File: src/rtl/riscv_dbg_pkg.sv
// Shared types and constants for the UART debug bus master.
// Holds the FSM state encoding, the command and response bytes, and a counter-width helper.
package riscv_dbg_pkg;

  typedef enum logic [2:0] {
    ST_IDLE,
    ST_ADDR,
    ST_DATA,
    ST_GRANT,
    ST_BUS,
    ST_RDWAIT,
    ST_RESP,
    ST_ERR
  } dbg_state_t;

  localparam logic [7:0] DEF_CMD_WR = 8'h57;
  localparam logic [7:0] DEF_CMD_RD = 8'h52;
  localparam logic [7:0] ACK        = 8'h4B;
  localparam logic [7:0] NAK        = 8'h3F;

  // Width of a counter that must hold values 0..n-1, never narrower than one bit.
  function automatic int cnt_width(input int n);
    return (n > 1) ? $clog2(n) : 1;
  endfunction

endpackage

File: src/rtl/riscv_dbg_txser.sv
// Byte serialiser for UART responses: loads a full word or a single byte and
// emits it LSB first over valid/ready, pulsing done as the last byte is accepted.
module riscv_dbg_txser
  import riscv_dbg_pkg::*;
#(
  parameter int XLEN = 32
) (
  input  logic            clk,
  input  logic            rstn,
  input  logic            load,
  input  logic            load_word,
  input  logic [XLEN-1:0] load_data,
  output logic            tx_valid,
  output logic [7:0]      tx_data,
  input  logic            tx_ready,
  output logic            done
);

  localparam int NB = XLEN / 8;
  localparam int CW = cnt_width(NB);

  logic [XLEN-1:0] sh_reg;
  logic [CW-1:0]   cnt_reg;
  logic            valid_reg;
  logic            fire;

  assign fire     = valid_reg & tx_ready;
  assign tx_valid = valid_reg;
  assign tx_data  = sh_reg[7:0];
  assign done     = fire && (cnt_reg == '0);

  always_ff @(posedge clk or negedge rstn) begin
    if (!rstn) begin
      sh_reg    <= '0;
      cnt_reg   <= '0;
      valid_reg <= 1'b0;
    end else if (load) begin
      sh_reg    <= load_data;
      cnt_reg   <= load_word ? CW'(NB - 1) : '0;
      valid_reg <= 1'b1;
    end else if (fire) begin
      if (cnt_reg == '0) begin
        valid_reg <= 1'b0;
      end else begin
        sh_reg  <= sh_reg >> 8;
        cnt_reg <= cnt_reg - 1'b1;
      end
    end
  end

endmodule

File: src/rtl/riscv_dbg_master.sv
// UART-driven debug bus initiator: parses W/R frames, performs one bus word access
// while owning the data bus, and answers with an ack byte or the read word.
module riscv_uart_dbg_master
  import riscv_dbg_pkg::*;
#(
  parameter int         XLEN        = 32,
  parameter int         TIMEOUT_CYC = 70000,
  parameter logic [7:0] CMD_WR      = DEF_CMD_WR,
  parameter logic [7:0] CMD_RD      = DEF_CMD_RD
) (
  input  logic              clk,
  input  logic              rstn,
  input  logic              rx_valid_i,
  input  logic [7:0]        rx_data_i,
  output logic              tx_valid_o,
  output logic [7:0]        tx_data_o,
  input  logic              tx_ready_i,
  output logic              bus_req_o,
  input  logic              bus_gnt_i,
  output logic              m_req_o,
  output logic              m_we_o,
  output logic [XLEN/8-1:0] m_be_o,
  output logic [XLEN-1:0]   m_addr_o,
  output logic [XLEN-1:0]   m_wdata_o,
  input  logic [XLEN-1:0]   m_rdata_i
);

  localparam int NB = XLEN / 8;
  localparam int CW = cnt_width(NB);
  localparam int TW = $clog2(TIMEOUT_CYC + 1);

  dbg_state_t      state_reg;
  logic            cmd_wr_reg;
  logic [XLEN-1:0] addr_reg;
  logic [XLEN-1:0] wdata_reg;
  logic [CW-1:0]   bcnt_reg;
  logic [TW-1:0]   tmo_reg;

  logic            bus_phase;
  logic            bad_cmd;
  logic            tx_load;
  logic            tx_word;
  logic [XLEN-1:0] tx_load_data;
  logic            tx_done;

  assign bus_phase = (state_reg == ST_GRANT) || (state_reg == ST_BUS) ||
                     (state_reg == ST_RDWAIT);
  assign bad_cmd   = (rx_data_i != CMD_WR) && (rx_data_i != CMD_RD);

  assign bus_req_o = bus_phase;
  assign m_req_o   = (state_reg == ST_BUS);
  assign m_we_o    = cmd_wr_reg;
  assign m_be_o    = bus_phase ? '1 : '0;
  assign m_addr_o  = addr_reg & ~XLEN'(3);
  assign m_wdata_o = wdata_reg;

  // The response is loaded on the transition into RESP/ERR so the first byte is valid on entry.
  assign tx_load      = ((state_reg == ST_BUS) && cmd_wr_reg) || (state_reg == ST_RDWAIT) ||
                        ((state_reg == ST_IDLE) && rx_valid_i && bad_cmd);
  assign tx_word      = (state_reg == ST_RDWAIT);
  assign tx_load_data = tx_word ? m_rdata_i
                                : XLEN'((state_reg == ST_IDLE) ? NAK : ACK);

  riscv_dbg_txser #(
    .XLEN(XLEN)
  ) u_txser (
    .clk       (clk),
    .rstn      (rstn),
    .load      (tx_load),
    .load_word (tx_word),
    .load_data (tx_load_data),
    .tx_valid  (tx_valid_o),
    .tx_data   (tx_data_o),
    .tx_ready  (tx_ready_i),
    .done      (tx_done)
  );

  always_ff @(posedge clk or negedge rstn) begin
    if (!rstn) begin
      state_reg  <= ST_IDLE;
      cmd_wr_reg <= 1'b0;
      addr_reg   <= '0;
      wdata_reg  <= '0;
      bcnt_reg   <= '0;
      tmo_reg    <= '0;
    end else begin
      case (state_reg)
        ST_IDLE: begin
          bcnt_reg <= '0;
          tmo_reg  <= '0;
          if (rx_valid_i) begin
            if (rx_data_i == CMD_WR) begin
              cmd_wr_reg <= 1'b1;
              state_reg  <= ST_ADDR;
            end else if (rx_data_i == CMD_RD) begin
              cmd_wr_reg <= 1'b0;
              state_reg  <= ST_ADDR;
            end else begin
              state_reg <= ST_ERR;
            end
          end
        end
        ST_ADDR, ST_DATA: begin
          // An accepted byte takes priority over an expiring timeout in the same cycle.
          if (rx_valid_i) begin
            tmo_reg <= '0;
            if (state_reg == ST_ADDR) addr_reg  <= {rx_data_i, addr_reg[XLEN-1:8]};
            else                      wdata_reg <= {rx_data_i, wdata_reg[XLEN-1:8]};
            if (bcnt_reg == CW'(NB - 1)) begin
              bcnt_reg  <= '0;
              state_reg <= ((state_reg == ST_ADDR) && cmd_wr_reg) ? ST_DATA : ST_GRANT;
            end else begin
              bcnt_reg <= bcnt_reg + 1'b1;
            end
          end else if (tmo_reg == TW'(TIMEOUT_CYC - 1)) begin
            tmo_reg   <= '0;
            bcnt_reg  <= '0;
            state_reg <= ST_IDLE;
          end else begin
            tmo_reg <= tmo_reg + 1'b1;
          end
        end
        ST_GRANT:  if (bus_gnt_i) state_reg <= ST_BUS;
        ST_BUS:    state_reg <= cmd_wr_reg ? ST_RESP : ST_RDWAIT;
        ST_RDWAIT: state_reg <= ST_RESP;
        ST_RESP, ST_ERR: if (tx_done) state_reg <= ST_IDLE;
        default:   state_reg <= ST_IDLE;
      endcase
    end
  end

endmodule
File: config.mk
export PLATFORM = sky130hd
export DESIGN_NAME = riscv_uart_dbg_master
export DESIGN_NICKNAME = d
export VERILOG_FILES = /design/src/rtl/riscv_dbg_pkg.sv /design/src/rtl/riscv_dbg_txser.sv /design/src/rtl/riscv_dbg_master.sv
export SDC_FILE = /design/constraint.sdc
export NUM_CORES = 1
export LEC_CHECK = 0
export BUFFER_PORTS_ARGS = -buffer_cell sky130_fd_sc_hd__clkbuf_2
export CAP_MARGIN = 0
export CORE_MARGIN = 10
export CORE_UTILIZATION = 45
export DETAILED_ROUTE_END_ITERATION = 7
export GPL_ROUTABILITY_DRIVEN = 0
export HOLD_SLACK_MARGIN = 0.06
export PLACE_DENSITY = 0.68
export SLEW_MARGIN = 30
export SYNTH_ARGS = -nofsm -noshare
export SYNTH_HDL_FRONTEND = slang
export SYNTH_HIERARCHICAL = 1
export SYNTH_SLANG_ARGS = --single-unit
File: constraint.sdc
create_clock -name clk -period 3.6 [get_ports clk]
set_input_delay 0.18 -clock clk [delete_from_list [all_inputs] [get_ports clk]]
set_output_delay 0.18 -clock clk [all_outputs]
set_load 0.01 [all_outputs]
==> results.json <==
{
  "status": "complete, no violations",
  "clk_latency_ns": 0.41,
  "cts_tree": "built",
  "clockBufferDepth": 2,
  "hold_viol_final": 0,
  "cpMaxStageDelayCell": "nor3_1",
  "drt_first_pass_iters": 4,
  "min_to": "u_txser/sh_reg[31]$_DFFE_PN0P_",
  "power.switching_fraction": 0.359,
  "grt_pass1_wl_mm": 22.3,
  "rr_startpoint": "state_reg[1]$_DFFE_PN0P_",
  "grt_max_degree": 62,
  "final_cell_area_um2": 7080,
  "synth_top_cells_by_count": "120 x dfrtp_1, 64 x mux2_2, 61 x a21oi_1",
  "h-tree-depth": 4,
  "fin_nets": 693,
  "coreArea_um2": 12500,
  "slew_violations": 0,
  "drcViolationCount": 0,
  "final_cells": 830,
  "grt.total_usage": 0.154,
  "regToRegSetupSlack_ns": 0.74,
  "die_w_um": 133,
  "io_buffers": 122,
  "p_clk_frac": 0.266,
  "fmax_mhz": 350,
  "start_kind": "flip-flop",
  "syn2layout_area_growth_pct": 23.9,
  "clkSinkCount": 120,
  "synth.most_common_cell": "dfrtp_1",
  "ioPinCount": 125,
  "power_density_nw_per_um2": 929,
  "tightest_slew_ns": 0.930,
  "grt_pass1_vias": 4516,
  "ys_types": 53,
  "cts_setup_buffers": 0,
  "syn_inst": 531,
  "syn_area_um2": 5720,
  "ys_ff_latch": 120,
  "drtIter0Drc": 206,
  "synth_flop_cell": "dfrtp_1",
  "cp_data_required_time_ns": 3.90,
  "drv_cap": 0,
  "hp-class": "in2reg",
  "r2r.worst_path.cells": 6,
  "ir_worst_vdd_uv": 565,
  "synth-edff-count": 0,
  "ctsRootBufferMaster": "clkbuf_16",
  "r2r_end": "u_txser/sh_reg[18]$_DFFE_PN0P_",
  "rsz0062_at_grt": "no",
  "drtAntennaViolNets": 0,
  "num_antenna_cells": 0,
  "synth.area.top_cells": "dfrtp_1 53%, mux2_2 13%, a21oi_1 5.3%",
  "worstPathCellList": "nor3_1 -> nand2_1 -> o21ai_4 -> buf_4 -> nor2b_1 -> a21oi_1",
  "finClkSkew_ns": 0.00466,
  "cts_buffers": 17,
  "ys_seq_area_frac": 0.525,
  "yosysTopAreaCellShare": 0.525,
  "ys_async_sr_fraction": 1.00,
  "path_class": "reg2reg",
  "path_max_fanout": 42,
  "power_frac_comb": 0.380,
  "power.net_switching_mw": 2.36,
  "fin_tns_setup_ns": 0,
  "viasPerCell": 5.09,
  "crit_path_end_kind": "flip-flop",
  "avgSynthCellArea_um2": 10.8,
  "drive_gt1_frac": 0.362,
  "gr-total-overflow": 0,
  "maxSlewHeadroom": 0.380,
  "min_from": "m_rdata_i[31]",
  "power_frac_seq": 0.354,
  "finalWirelength_mm": 13.3,
  "slowest_delay_ns": 0.71,
  "yosysTopAreaCell": "dfrtp_1",
  "std_cell_rows": 41,
  "hpwlAfterDp_mm": 9.30,
  "yosys_warnings": 6,
  "vias": 4226,
  "p_leak_nw": 3.35,
  "antenna_found_initial": 0,
  "placed_cell_area_um2": 6370,
  "cp.arrival_ns": 3.16,
  "place_ws_ns": 0.755,
  "total_power_mw": 6.58,
  "setup_ws_ns": 0.743,
  "p_int_mw": 4.22,
  "wl_per_cell_um": 16.0,
  "start_util": 0.457,
  "min_path_cells": 4,
  "clk_pin_slew_ns": 0.05,
  "setup_viol": 0,
  "design.die.area_um2": 17600,
  "period_needed_ns": 2.86,
  "post-place-cells": 789,
  "dieHeight_um": 133,
  "post-route-period-util": 0.794,
  "fillers": 1095
}
## metal layers
| metal | GRT usage | part of all wire |
|---|---|---|
| met5 | 0 | 0 |
| met4 | 0.0575 | 0.016 |
| met3 | 0.0795 | 0.091 |
| met2 | 0.240 | 0.47 |
| met1 | 0.175 | 0.42 |
## power by group through the flow
stage	Combinational, mW	Clock, mW	Sequential, mW
finish	2.50	1.75	2.33
global route	2.81	1.83	2.42
CTS	2.54	1.78	2.34
detailed placement	2.52	0	2.35
global placement	2.45	0	2.32
floorplan	1.73	0	2.36
## layout make-up
type,instances,area (µm²),area share
flip-flops and latches,120,3000,0.424
repair buffers,138,756,0.107
well taps,172,215,0.0304
clock inverters,11,146,0.0207
inverters,12,45.0,0.00636
multi-input cells,356,2450,0.345
clock buffers,21,470,0.0664
## critical path, delay by kind of cell (launching register included)
kind                   cells  cell delay, ns
and+or+nand+nor            3            1.15
DFF                        1            0.58
AOI/OAI and AO/OA          2            0.57
buffers and inverters      1            0.43
## kinds of logic after synthesis
logic type / after synthesis / share of synthesized area
and+or+nand+nor: 171 / 0.162
DFF: 120 / 0.525
AOI/OAI and AO/OA: 107 / 0.112
muxes: 68 / 0.134
buffers and inverters: 56 / 0.0525
xor gates and xnor gates: 5 / 0.00766
adders and majority gates: 3 / 0.00657
other: 1 / 0.000656
## how the worst max path moves through the flow
stage,startpoint,to,slack [ns],cells after the start
finish,state_reg[1]$_DFFE_PN0P_,u_txser/sh_reg[18]$_DFFE_PN0P_,0.74,6
global route,state_reg[1]$_DFFE_PN0P_,u_txser/sh_reg[23]$_DFFE_PN0P_,0.39,6
CTS,state_reg[1]$_DFFE_PN0P_,u_txser/sh_reg[18]$_DFFE_PN0P_,0.75,6
detailed placement,state_reg[1]$_DFFE_PN0P_,u_txser/sh_reg[19]$_DFFE_PN0P_,0.76,6
global placement,state_reg[1]$_DFFE_PN0P_,u_txser/sh_reg[18]$_DFFE_PN0P_,0.95,6
floorplan,state_reg[1]$_DFFE_PN0P_,u_txser/cnt_reg[0]$_DFFE_PN0P_,1.58,7
## stage by stage
step,util,hold slack (ns)
after floorplan,-,-0.116
after global placement,0.509,0.305
after detailed placement,0.509,0.318
after CTS,0.566,0.0663
after global routing,0.566,0.0886
final,0.566,0.0851
## placed cells by master (no fill, tap or decap), drive strengths merged, types with 4 or more instances in the layout
cell type	count
inv	12
a31oi	7
o21ai	20
nor2	10
and3	8
or3	4
a21o	4
nor3	5
clkinvlp	5
clkbuf	142
dfrtp	120
nand2	59
dlygate4sd3	9
nand3	8
a21oi	62
nor2b	26
buf	8
mux2	65
nand2b	9
and2	26
## repair_timing
item | 4_1_cts | 5_1_grt
hold buffers | 9 | 0
endpoints found under the setup margin | 0 | 0
hold endpoints to repair | 72 | 0
gates resized for setup | 0 | 0
Note: power is estimated with default switching activity, not from simulation.
